### config.mk
export PLATFORM = sky130hd
export DESIGN_NAME = diff_freq_serial_out_ch
export DESIGN_NICKNAME = d
export VERILOG_FILES = /design/src/rtl/diff_freq_serial_out_ch_pkg.sv /design/src/rtl/diff_freq_serial_out_ch_bit_period_counter.sv /design/src/rtl/diff_freq_serial_out_ch.sv
export SDC_FILE = /design/constraint.sdc
export NUM_CORES = 1
export LEC_CHECK = 0
export CORE_MARGIN = 5
export CORE_UTILIZATION = 40
export CTS_CLUSTER_DIAMETER = 80
export DETAILED_ROUTE_END_ITERATION = 8
export PLACE_DENSITY = 0.71
export SETUP_SLACK_MARGIN = 0.5
export SYNTH_ARGS = -nofsm -noshare
export SYNTH_HDL_FRONTEND = slang
export SYNTH_HIERARCHICAL = 1
export SYNTH_SLANG_ARGS = --single-unit
### constraint.sdc
create_clock -name clk_i -period 4.05 [get_ports clk_i]
set_input_delay 1.215 -clock clk_i [delete_from_list [all_inputs] [get_ports clk_i]]
set_output_delay 1.215 -clock clk_i [all_outputs]
set_load 0.01 [all_outputs]
### src/rtl/diff_freq_serial_out_ch_pkg.sv
// Shared defaults, mode encoding and FSM state type for the per-channel serializer.
package diff_freq_serial_out_ch_pkg;

    localparam int unsigned DEF_DATA_BIT   = 32;
    localparam int unsigned DEF_PERIOD_W   = 8;
    localparam logic        DEF_IDLE_LEVEL = 1'b0;

    // Matches the decoder's control-byte encoding
    localparam logic MODE_ONE_SHOT = 1'b0;
    localparam logic MODE_REPEAT   = 1'b1;

    typedef enum logic {
        StIdle = 1'b0,
        StRun  = 1'b1
    } state_e;

endpackage

### src/rtl/diff_freq_serial_out_ch_bit_period_counter.sv
// Loadable down-counter timing one serial bit; a zero period is treated as one cycle.
module bit_period_counter #(
    parameter int unsigned PERIOD_W = 8
) (
    input  logic                clk_i,
    input  logic                rst_i,
    input  logic                load_i,
    input  logic [PERIOD_W-1:0] period_i,
    output logic                last_cycle_o
);

    logic [PERIOD_W-1:0] cnt_q, cnt_d;

    always_comb begin
        cnt_d = cnt_q;
        if (load_i) begin
            cnt_d = (period_i == '0) ? '0 : period_i - PERIOD_W'(1);
        end else if (cnt_q != '0) begin
            cnt_d = cnt_q - PERIOD_W'(1);
        end
    end

    always_ff @(posedge clk_i) begin
        if (rst_i) begin
            cnt_q <= '0;
        end else begin
            cnt_q <= cnt_d;
        end
    end

    assign last_cycle_o = (cnt_q == '0);

endmodule

### src/rtl/diff_freq_serial_out_ch.sv
// Per-channel serializer: sends a double-buffered pattern LSB first, each bit held for
// a slow or fast period selected by the matching frequency-pattern bit.
module diff_freq_serial_out_ch
    import diff_freq_serial_out_ch_pkg::*;
#(
    parameter int unsigned DATA_BIT   = DEF_DATA_BIT,
    parameter int unsigned PERIOD_W   = DEF_PERIOD_W,
    parameter logic        IDLE_LEVEL = DEF_IDLE_LEVEL,
    localparam int unsigned IDX_W     = $clog2(DATA_BIT)
) (
    input  logic                clk_i,
    input  logic                rst_i,
    input  logic                load_i,
    input  logic [DATA_BIT-1:0] output_pattern_i,
    input  logic [DATA_BIT-1:0] freq_pattern_i,
    input  logic [PERIOD_W-1:0] slow_period_i,
    input  logic [PERIOD_W-1:0] fast_period_i,
    input  logic                mode_i,
    input  logic                start_i,
    input  logic                stop_i,
    output logic                serial_o,
    output logic                busy_o,
    output logic [IDX_W-1:0]    bit_idx_o,
    output logic                done_tick_o
);

    state_e state_q, state_d;

    logic [DATA_BIT-1:0] sh_pat_q, sh_freq_q, act_pat_q, act_freq_q;
    logic [PERIOD_W-1:0] sh_slow_q, sh_fast_q, act_slow_q, act_fast_q;
    logic                sh_mode_q, act_mode_q;

    logic                serial_q, serial_d;
    logic [IDX_W-1:0]    bit_idx_q, bit_idx_d;
    logic                done_q, done_d;

    logic                copy;
    logic                cnt_load;
    logic [PERIOD_W-1:0] cnt_period;
    logic                last_cycle;

    // A load coinciding with a copy bypasses the shadow so the new values take effect at once
    logic [DATA_BIT-1:0] src_pat, src_freq;
    logic [PERIOD_W-1:0] src_slow, src_fast;
    logic                src_mode;

    assign src_pat  = load_i ? output_pattern_i : sh_pat_q;
    assign src_freq = load_i ? freq_pattern_i   : sh_freq_q;
    assign src_slow = load_i ? slow_period_i    : sh_slow_q;
    assign src_fast = load_i ? fast_period_i    : sh_fast_q;
    assign src_mode = load_i ? mode_i           : sh_mode_q;

    logic             start_ok;
    logic             last_bit;
    logic [IDX_W-1:0] idx_inc;

    assign start_ok = start_i & ~stop_i;
    assign last_bit = (bit_idx_q == IDX_W'(DATA_BIT - 1));
    assign idx_inc  = bit_idx_q + IDX_W'(1);

    always_ff @(posedge clk_i) begin
        if (rst_i) begin
            state_q <= StIdle;
        end else begin
            state_q <= state_d;
        end
    end

    always_comb begin
        state_d = state_q;
        case (state_q)
            StIdle: if (start_ok) state_d = StRun;
            StRun: begin
                if (stop_i || (last_cycle && last_bit && act_mode_q == MODE_ONE_SHOT)) begin
                    state_d = StIdle;
                end
            end
            default: state_d = StIdle;
        endcase
    end

    always_comb begin
        copy       = 1'b0;
        cnt_load   = 1'b0;
        cnt_period = '0;
        serial_d   = serial_q;
        bit_idx_d  = bit_idx_q;
        done_d     = 1'b0;
        case (state_q)
            StIdle: begin
                if (start_ok) begin
                    copy       = 1'b1;
                    cnt_load   = 1'b1;
                    cnt_period = src_freq[0] ? src_fast : src_slow;
                    serial_d   = src_pat[0];
                    bit_idx_d  = '0;
                end
            end
            StRun: begin
                if (stop_i) begin
                    serial_d  = IDLE_LEVEL;
                    bit_idx_d = '0;
                end else if (last_cycle && last_bit) begin
                    done_d    = 1'b1;
                    bit_idx_d = '0;
                    if (act_mode_q == MODE_REPEAT) begin
                        copy       = 1'b1;
                        cnt_load   = 1'b1;
                        cnt_period = src_freq[0] ? src_fast : src_slow;
                        serial_d   = src_pat[0];
                    end else begin
                        serial_d = IDLE_LEVEL;
                    end
                end else if (last_cycle) begin
                    cnt_load   = 1'b1;
                    cnt_period = act_freq_q[idx_inc] ? act_fast_q : act_slow_q;
                    serial_d   = act_pat_q[idx_inc];
                    bit_idx_d  = idx_inc;
                end
            end
            default: begin
                serial_d  = IDLE_LEVEL;
                bit_idx_d = '0;
            end
        endcase
    end

    always_ff @(posedge clk_i) begin
        if (rst_i) begin
            sh_pat_q   <= '0;
            sh_freq_q  <= '0;
            sh_slow_q  <= '0;
            sh_fast_q  <= '0;
            sh_mode_q  <= MODE_ONE_SHOT;
            act_pat_q  <= '0;
            act_freq_q <= '0;
            act_slow_q <= '0;
            act_fast_q <= '0;
            act_mode_q <= MODE_ONE_SHOT;
            serial_q   <= IDLE_LEVEL;
            bit_idx_q  <= '0;
            done_q     <= 1'b0;
        end else begin
            if (load_i) begin
                sh_pat_q  <= output_pattern_i;
                sh_freq_q <= freq_pattern_i;
                sh_slow_q <= slow_period_i;
                sh_fast_q <= fast_period_i;
                sh_mode_q <= mode_i;
            end
            if (copy) begin
                act_pat_q  <= src_pat;
                act_freq_q <= src_freq;
                act_slow_q <= src_slow;
                act_fast_q <= src_fast;
                act_mode_q <= src_mode;
            end
            serial_q  <= serial_d;
            bit_idx_q <= bit_idx_d;
            done_q    <= done_d;
        end
    end

    bit_period_counter #(
        .PERIOD_W (PERIOD_W)
    ) u_bit_period_counter (
        .clk_i        (clk_i),
        .rst_i        (rst_i),
        .load_i       (cnt_load),
        .period_i     (cnt_period),
        .last_cycle_o (last_cycle)
    );

    assign serial_o    = serial_q;
    assign busy_o      = (state_q == StRun);
    assign bit_idx_o   = bit_idx_q;
    assign done_tick_o = done_q;

endmodule
# Yosys cells after proc, flatten, opt, wreduce, memory -nomap -nowiden
# Cells that the tools add are included.
totals:
  regBits: 178
  elab_cells: 78
  output_inout_bits: 8
  inputBits: 86
classes:
  bitwise_logic: 4
  n_mux: 43
  addsub: 3
  reduce_logical: 9
  n_eq_ne: 3
  order_cmp: 1
op_table:
  columns: ["cell", "n"]
  rows:
  - ["$mux 8", 12]
  - ["$mux 32", 2]
  - ["$mux 5", 4]
  - ["$mux 1", 17]
  - ["$logic_not 8->1", 2]
  - ["$pmux 8 s2", 1]
  - ["$sub 8x1->8 const B", 2]
  - ["$bmux 1 s5", 2]
  - ["$pmux 5 s2", 1]
  - ["$pmux 1 s2", 4]
  - ["$reduce_bool 8->1", 1]
  - ["$lt 5x6->1 const B", 1]
  - ["$add 5x1->5 const B", 1]
  - ["$eq 5x5->1 const B", 1]
  - ["$ne 4x2->1 const B", 1]
  - ["$not 1->1", 3]
  - ["$reduce_or 3->1", 1]
  - ["$logic_and 1x1->1", 2]
  - ["$ne 2x2->1 const B", 1]
  - ["$reduce_and 2->1", 1]
  - ["$reduce_bool 2->1", 1]
  - ["$and 1x1->1", 1]
  - ["$logic_or 1x1->1", 1]

# Longest topological paths before layout
# Gate-level depths: netlist (run 1).
logic_depth:
  word_depth: 11
  depth_mapped: 18
  ltp_nobuf: 17

# Hierarchy
# Netlist (run 1), hierarchy kept.
modules_own_cells:
  columns: ["module", "cells_each", "n_inst", "seq_area_each_um2", "area_each_um2"]
  rows:
  - ["diff_freq_serial_out_ch", 692, 1, 3403.3, 7068.0]
  - ["bit_period_counter", 72, 1, 160.2, 601.8]

# Worst setup path after synthesis (run 1)
# OpenSTA, ideal clock, no wires.
synth_timing:
  path_type: "input -> register"
  start: "input port stop_i"
  end: "register u_bit_period_counter.cnt_q[3]"
  slack_ns: 0.282
  stages: 12
  setup_ns: 0.074
  required_time_ns: 3.976
  path_buffers: 2
  arrival_time_ns: 3.694
  path_cell_list: "clkbuf_1 > or3_1 > nor2_1 > clkbuf_1 > nand2_1 > mux2_2 > o211ai_2 > inv_1 > ha_1 > a31o_2 > or2_2 > o21ai_0"
synth_between:
  elab_chain_cells: 7
  word_cells_on_any_way: 13
  classes_between: "add/sub (1); mux (8); bitwise (2); reduce/logical (2)"
synth_lines:
  columns: ["element", "line", "rtl"]
  rows:
  - ["start, declared", "diff_freq_serial_out_ch.sv:20", "input logic stop_i,"]
  - ["$not 1->1", "diff_freq_serial_out_ch.sv:57", "assign start_ok = start_i & ~stop_i;"]
  - ["$and 1x1->1", "diff_freq_serial_out_ch.sv:57", null]
  - ["$mux 8", "diff_freq_serial_out_ch.sv:91", "if (start_ok) begin"]
  - ["$pmux 8 s2 *", "diff_freq_serial_out_ch.sv:89", "case (state_q)"]
  - ["net cnt_period[0]", "diff_freq_serial_out_ch.sv:39", "logic [PERIOD_W-1:0] cnt_period;"]
  - ["$sub 8x1->8 / $logic_not 8->1 (equally long branches)", "diff_freq_serial_out_ch_bit_period_counter.sv:17", "cnt_d = (period_i == '0) ? '0 : period_i - PERIOD_W'(1);"]
  - ["$mux 8 *", "diff_freq_serial_out_ch_bit_period_counter.sv:17", null]
  - ["$mux 8 *", "diff_freq_serial_out_ch_bit_period_counter.sv:16", "if (load_i) begin"]
  - ["end signal, assigned", "diff_freq_serial_out_ch_bit_period_counter.sv:27", "cnt_q <= cnt_d;"]
  - ["end, declared", "diff_freq_serial_out_ch_bit_period_counter.sv:12", "logic [PERIOD_W-1:0] cnt_q, cnt_d;"]
# The timed path passes the listed nets; every way through them passes the cells marked *.
# A chain may end at the register's enable or synchronous reset.

# Worst setup path in the final report (run 1)
layout_timing:
  start: "input port stop_i"
  end: "register u_bit_period_counter.cnt_q[1]"
# Same word-level chain as after synthesis.

==> metrics.yaml, run 1 <==
num_vias: 5680
clk_pin_slew_worst_paths_ns: 0.07
die_h_um: 148
synth_nets: 855
gp_congestion: 0.791
cp_top_family: "compound AO/OA/AOI/OAI gates"
grt.total_usage_pct: 15.5
endpoint_kind: "flop"
dieArea_mm2: 0.0220
clockBufferDepth: 2
area_growth_pct: 24.7
num_io_pins: 94
grt_pass1_vias: 5605
numCtsBuffers: 17
met2_usage_pct: 25.0
synth_commonest_cells: "nor2_1, dfxtp_1, mux2i_1"
yosysSeqAreaShare_pct: 46.5
layoutNonFillerInstCount: 1096
firstDrtPassIters: 4
drive_above_1_share_pct: 13.3
worst_slew_pin_slew_ns: 0.923
final.setup.tns_ns: 0
initial_core_util_pct: 40.9
setup-violations-final: 0
cts_tree: "built"
grt_max_degree: 98
yosys-top-cells-area: "dfxtp_1, mux2i_1, nor2_1, a211oi_1, mux4_1"
cts-htree-levels: 4
status: "completed"
rows: 50
cp_num_buf_inv: 3
cts_sinks: 178
p_leak_nw: 3.72
cts_hold_buf: 0
total_power_mw: 4.36
async_flop_share_pct: 0
final_nets: 940
post-route-drc-count: 0
synth_most_common_cell: "nor2_1"
synth_cell_type_count: 50
grt.overflow.total: 0
p_per_area_mw_per_mm2: 456
dieWidth_um: 148
fillers: 1723
grt_pass1_wl_um: 27800
period_minus_slack_ns: 3.49
core_region_area_mm2: 0.0188
rsz0062_at_grt: "yes"
dp_hpwl_um: 11300
finalWirelength_um: 16600
cp.arrival_ns: 3.82
path_max_fanout: 14
path_cells: "clkdlybuf4s50_1 > or3_4 > nor2_4 > buf_12 > nand2_1 > mux2_2 > o211ai_2 > inv_1 > ha_1 > a31o_2 > o22a_1 > a311oi_2"
drt-initial-drc-count: 211
cp_slowest_cell: "clkdlybuf4s50_1"
port-buffer-count: 93
min_period_over_period_pct: 86.1
placed_cells: 1057
syn-mean-instance-area_um2: 10.0
synth_top_area_share_pct: 46.5
sw_frac_of_total_pct: 27.8
worstSkewPairLatency_ns: 0.43
internal_power_mw: 3.15
worst_ep_required_time_ns: 4.38
hold_viol: 0
gr-usage-met3_pct: 4.39
holdWs_ns: 0.491
netlist_area_mm2: 0.00767
ir_worst_vdd_v: 0.000323
syn_inst: 764
finalMaxSlewViolations: 0
path_class: "in2reg"
cap_violations: 0
vias_per_cell: 5.18
clock_skew_ns: 0.00938
max_stage_delay_ns: 0.46
min-delay-path-class: "reg2reg"
maxSlewHeadroom_pct: 38.5
start_kind: "input port"
p_seq_share_pct: 45.3
p_sw_mw: 1.21
antenna_found_initial: 2
max_freq_mhz: 287
combPwrFrac_pct: 18.0
grt_util_met1_pct: 20.6
synth_edf_count: 0
n_antenna_cell: 0
synth_seq_cells: 178
antenna_left: 0
routedWlPerCell_um: 15.2
top_usage_layer: "met2"
ys_warn_count: 6
clkPwrFrac_pct: 36.7
yosysTopAreaCell: "dfxtp_1"
synth_ff_type: "dfxtp_1"
cts_root_buf: "clkbuf_16"
[path summary, 6_finish.rpt]
path	startpoint	to	slack [ns]	depth (start not counted)
min reg2reg	sh_freq_q[26]$_SDFF_PP0_	sh_freq_q[26]$_SDFF_PP0_	0.49	2
max	stop_i	u_bit_period_counter/cnt_q[1]$_SDFFE_PP0P_	0.56	12
min	sh_freq_q[26]$_SDFF_PP0_	sh_freq_q[26]$_SDFF_PP0_	0.49	2
max reg2reg	bit_idx_o[0]$_SDFFE_PP0P_	u_bit_period_counter/cnt_q[1]$_SDFFE_PP0P_	0.72	13
[per-stage QoR]
step / worst slack [ns] / instance area (um^2) / utilization (%)
6_report: 0.562 / 9560 / 51.0
5_1_grt: 0.464 / 9560 / 51.0
4_1_cts: 0.506 / 9480 / 50.5
3_5_place_dp: 0.0784 / 8870 / 47.3
3_3_place_gp: 0.125 / 8870 / 47.3
2_1_floorplan: 0.532 / 7690 / -
[worst reg2reg max path: cells and delay by family, from the launching register on]
| kind | cells | cell delay, ns |
|---|---|---|
| fa+ha+maj | 1 | 0.20 |
| xor+xnor | 1 | 0.28 |
| flops | 1 | 0.39 |
| buf+inv | 2 | 0.31 |
| mux | 4 | 1.01 |
| compound gates | 4 | 0.97 |
| simple gates | 1 | 0.09 |
[cells by family (layout without fill, tap and decap cells)]
logic type               after synthesis  count (layout)  synth area share [%]
multiplexers                         138             138                  22.0
XOR/XNOR                              10              10                  1.63
AND/OR/NAND/NOR                      235             235                  12.6
adder cells (fa/ha/maj)                5               5                 0.816
flip-flops                           178             178                  46.5
buffers and inverters                 64             162                  3.23
AO/OA/AOI/OAI                        134             134                  13.3
[registers in the layout (all words and copies together) (netlist names)]
signal,cells
done_tick_o,1
act_freq_q,32
act_mode_q,1
act_fast_q,8
bit_idx_o,5
sh_slow_q,8
serial_o,1
act_pat_q,32
sh_fast_q,8
sh_pat_q,32
sh_freq_q,32
busy_o,1
sh_mode_q,1
u_bit_period_counter/cnt_q,8
act_slow_q,8
[what timing repair did]
item	CTS	global route
endpoints found under the setup margin	6	54
buffers inserted	2	5
gates cloned	0	0
gates resized for setup	1	8
pin swaps	0	2
[cell type report]
class | count | area, um^2 | area share (%)
clock inverters | 14 | 148 | 1.54
inverters | 9 | 33.8 | 0.353
well taps | 234 | 293 | 3.06
repair buffers | 121 | 1190 | 12.4
multi-input cells | 522 | 3910 | 40.8
clock buffers | 18 | 429 | 4.49
flip-flops and latches | 178 | 3560 | 37.3
[routing by layer]
layer | vias to the layer above | share of wire [%]
met2 | 83 | 46
li1 | 2923 | -
met3 | 19 | 4.4
met4 | 4 | 0.98
met1 | 2651 | 48
met5 | - | 0.16
[power groups by stage]
stage               clock (mW)  sequential [mW]  combinational, mW
floorplan                    0             1.99              0.530
global placement             0             2.01              0.749
detailed placement           0             2.01              0.761
CTS                       1.64             1.97              0.767
global route              1.71             1.99              0.874
finish                    1.60             1.98              0.784
[cell usage in the layout, fill, tap and decap left out, types with 5 or more instances in the layout]
master,count
nor3_1,7
mux4_2,9
o21ai_0,6
a21oi_1,8
clkbuf_16,17
inv_1,7
clkdlybuf4s50_1,91
nand2_1,32
mux2_2,16
inv_6,5
o211ai_2,8
xnor2_1,5
o211ai_1,8
a211oi_1,83
mux4_1,9
buf_4,25
mux2i_1,101
nor2_1,178
dfxtp_1,177
(Power assumes the default switching activity.)
==> inputs of run 2 (changes only) <==
- GPL_ROUTABILITY_DRIVEN: not set -> 0
==> results of run 2 <==
Same layout as run 1: the final DEF is identical, and so are final timing and power.
==> inputs of run 3 (changes only) <==
- CTS_CLUSTER_DIAMETER: 80 -> not set
- PLACE_DENSITY: 0.71 -> 0.69
- SKIP_LAST_GASP: not set -> 1
- clock period: 4.05 -> 4.49 ns (I/O delays scaled with it)
==> metrics.yaml, run 3 (synthesis results as in run 1) <==
combPwrFrac_pct: 17.5
path_class: "reg2reg"
post-route-util_pct: 50.0
clock_skew_ns: 0.00876
layout_common_cells: "nor2_1, dfxtp_1, mux2i_1, clkdlybuf4s50_1, a211oi_1"
grt_max_degree: 84
dieArea_mm2: 0.0220
rows: 50
worst_slew_pin_slew_ns: 0.759
min-delay-path-class: "reg2reg"
cap_violations: 0
drive_above_1_share_pct: 11.3
p_sw_mw: 1.06
setup-violations-final: 0
numCtsBuffers: 17
final_common_cell: "nor2_1"
place_area_mm2: 0.00882
period_minus_slack_ns: 3.65
vias_per_cell: 5.17
routedWlPerCell_um: 15.1
regArea_mm2: 0.00356
n_antenna_cell: 0
dp_hpwl_um: 11400
clkPwrFrac_pct: 35.8
cts_resized: 0
antenna_left: 0
hold_viol: 0
post-route-drc-count: 0
cts_root_buf: "clkbuf_16"
path_max_fanout: 9
sw_frac_of_total_pct: 27.7
rsz0062_at_grt: "no"
final_nets: 927
grt_pass1_wl_um: 26800
worst_ep_required_time_ns: 4.79
endpoint_kind: "flop"
internal_power_mw: 2.76
cts-htree-levels: 4
maxSlewHeadroom_pct: 49.4
p_leak_nw: 3.64
final_cell_area_mm2: 0.00938
worstSkewPairLatency_ns: 0.42
clk_pin_slew_worst_paths_ns: 0.07
fillers: 1708
antenna_found_initial: 0
cp.arrival_ns: 3.96
grt.overflow.total: 0
dieWidth_um: 148
min_period_over_period_pct: 81.4
cts_sinks: 178
layoutNonFillerInstCount: 1083
placed_cells: 1051
firstDrtPassIters: 5
cts_hold_buf: 0
initial_core_util_pct: 40.9
p_seq_share_pct: 46.6
cts_tree: "built"
post_cts_buffers: 0
num_io_pins: 94
clockBufferDepth: 2
core_region_area_mm2: 0.0188
multi_input_area_mm2: 0.00388
drt-initial-drc-count: 257
num_vias: 5596
finalWirelength_um: 16400
status: "completed"
final.setup.tns_ns: 0
die_h_um: 148
ir_worst_vdd_v: 0.000320
grt.total_usage_pct: 15.0
max_freq_mhz: 274
grt_pass1_vias: 5491
finalMaxSlewViolations: 0
p_per_area_mw_per_mm2: 408
area_growth_pct: 22.2
start_kind: "flop"
port-buffer-count: 93
==> run 3: cell count changes in the layout (fill, tap and decap cells not counted), sizes merged <==
| cell | before | now |
|---|---|---|
| inv | 16 | 15 |
| clkinvlp | 1 | 2 |
| buf | 30 | 17 |
| bufinv | 1 | 0 |
| dlymetal6s2s | 0 | 1 |
| clkinv | 5 | 6 |
| clkdlybuf4s50 | 91 | 90 |
==> run 3: critical path: stages, from the launching register on <==
cell and delay (ns):
dfxtp_1 0.36, ha_1 0.68, mux4_1 0.65, mux2i_1 0.25, mux2i_4 0.21, mux2i_1 0.22, o211ai_2 0.14, nor4_2 0.46
a21boi_0 0.15, a311oi_1 0.32, a211oi_1 0.08
==> run 3: cell type report <==
cell class	count	area share (%)
sequential	178	38.0
multi-input combinational	522	41.3
clock inverter	14	1.11
inverter	9	0.360
clock buffer	18	4.68
timing repair buffer	108	11.4
tap	234	3.12
==> run 3: metrics by stage <==
stage	setup WS, ns	total power, mW	hold WS, ns
2_1_floorplan	0.590	2.27	0.456
3_3_place_gp	0.323	2.48	0.469
3_5_place_dp	0.262	2.49	0.480
4_1_cts	0.694	3.86	0.496
5_1_grt	0.497	4.01	0.511
6_report	0.835	3.82	0.488
==> run 3: metal layers <==
metal	vias up	routed length, um	global-route usage, %	share of wire (%)
met3	10	766	4.24	4.7
met5	-	0	0	0
met4	0	134	4.34	0.82
met2	89	7430	23.3	45
met1	2606	8020	20.4	49
li1	2891	-	-	-
==> run 3: final timing paths <==
kind / end / slack [ns] / startpoint / cells past startpoint
setup / recovery: u_bit_period_counter/cnt_q[7]$_SDFFE_PP0P_ / 0.84 / bit_idx_o[1]$_SDFFE_PP0P_ / 10
hold reg to reg: sh_pat_q[12]$_SDFF_PP0_ / 0.49 / sh_pat_q[12]$_SDFF_PP0_ / 2
setup reg to reg: u_bit_period_counter/cnt_q[7]$_SDFFE_PP0P_ / 0.84 / bit_idx_o[1]$_SDFFE_PP0P_ / 10
hold / removal: sh_pat_q[12]$_SDFF_PP0_ / 0.49 / sh_pat_q[12]$_SDFF_PP0_ / 2
==> run 3: power groups by stage <==
| stage | sequential, mW | combinational [mW] | clock (mW) |
|---|---|---|---|
| detailed placement | 1.82 | 0.668 | 0 |
| CTS | 1.78 | 0.674 | 1.40 |
| global placement | 1.81 | 0.662 | 0 |
| floorplan | 1.80 | 0.477 | 0 |
| finish | 1.78 | 0.670 | 1.37 |
| global route | 1.80 | 0.746 | 1.47 |
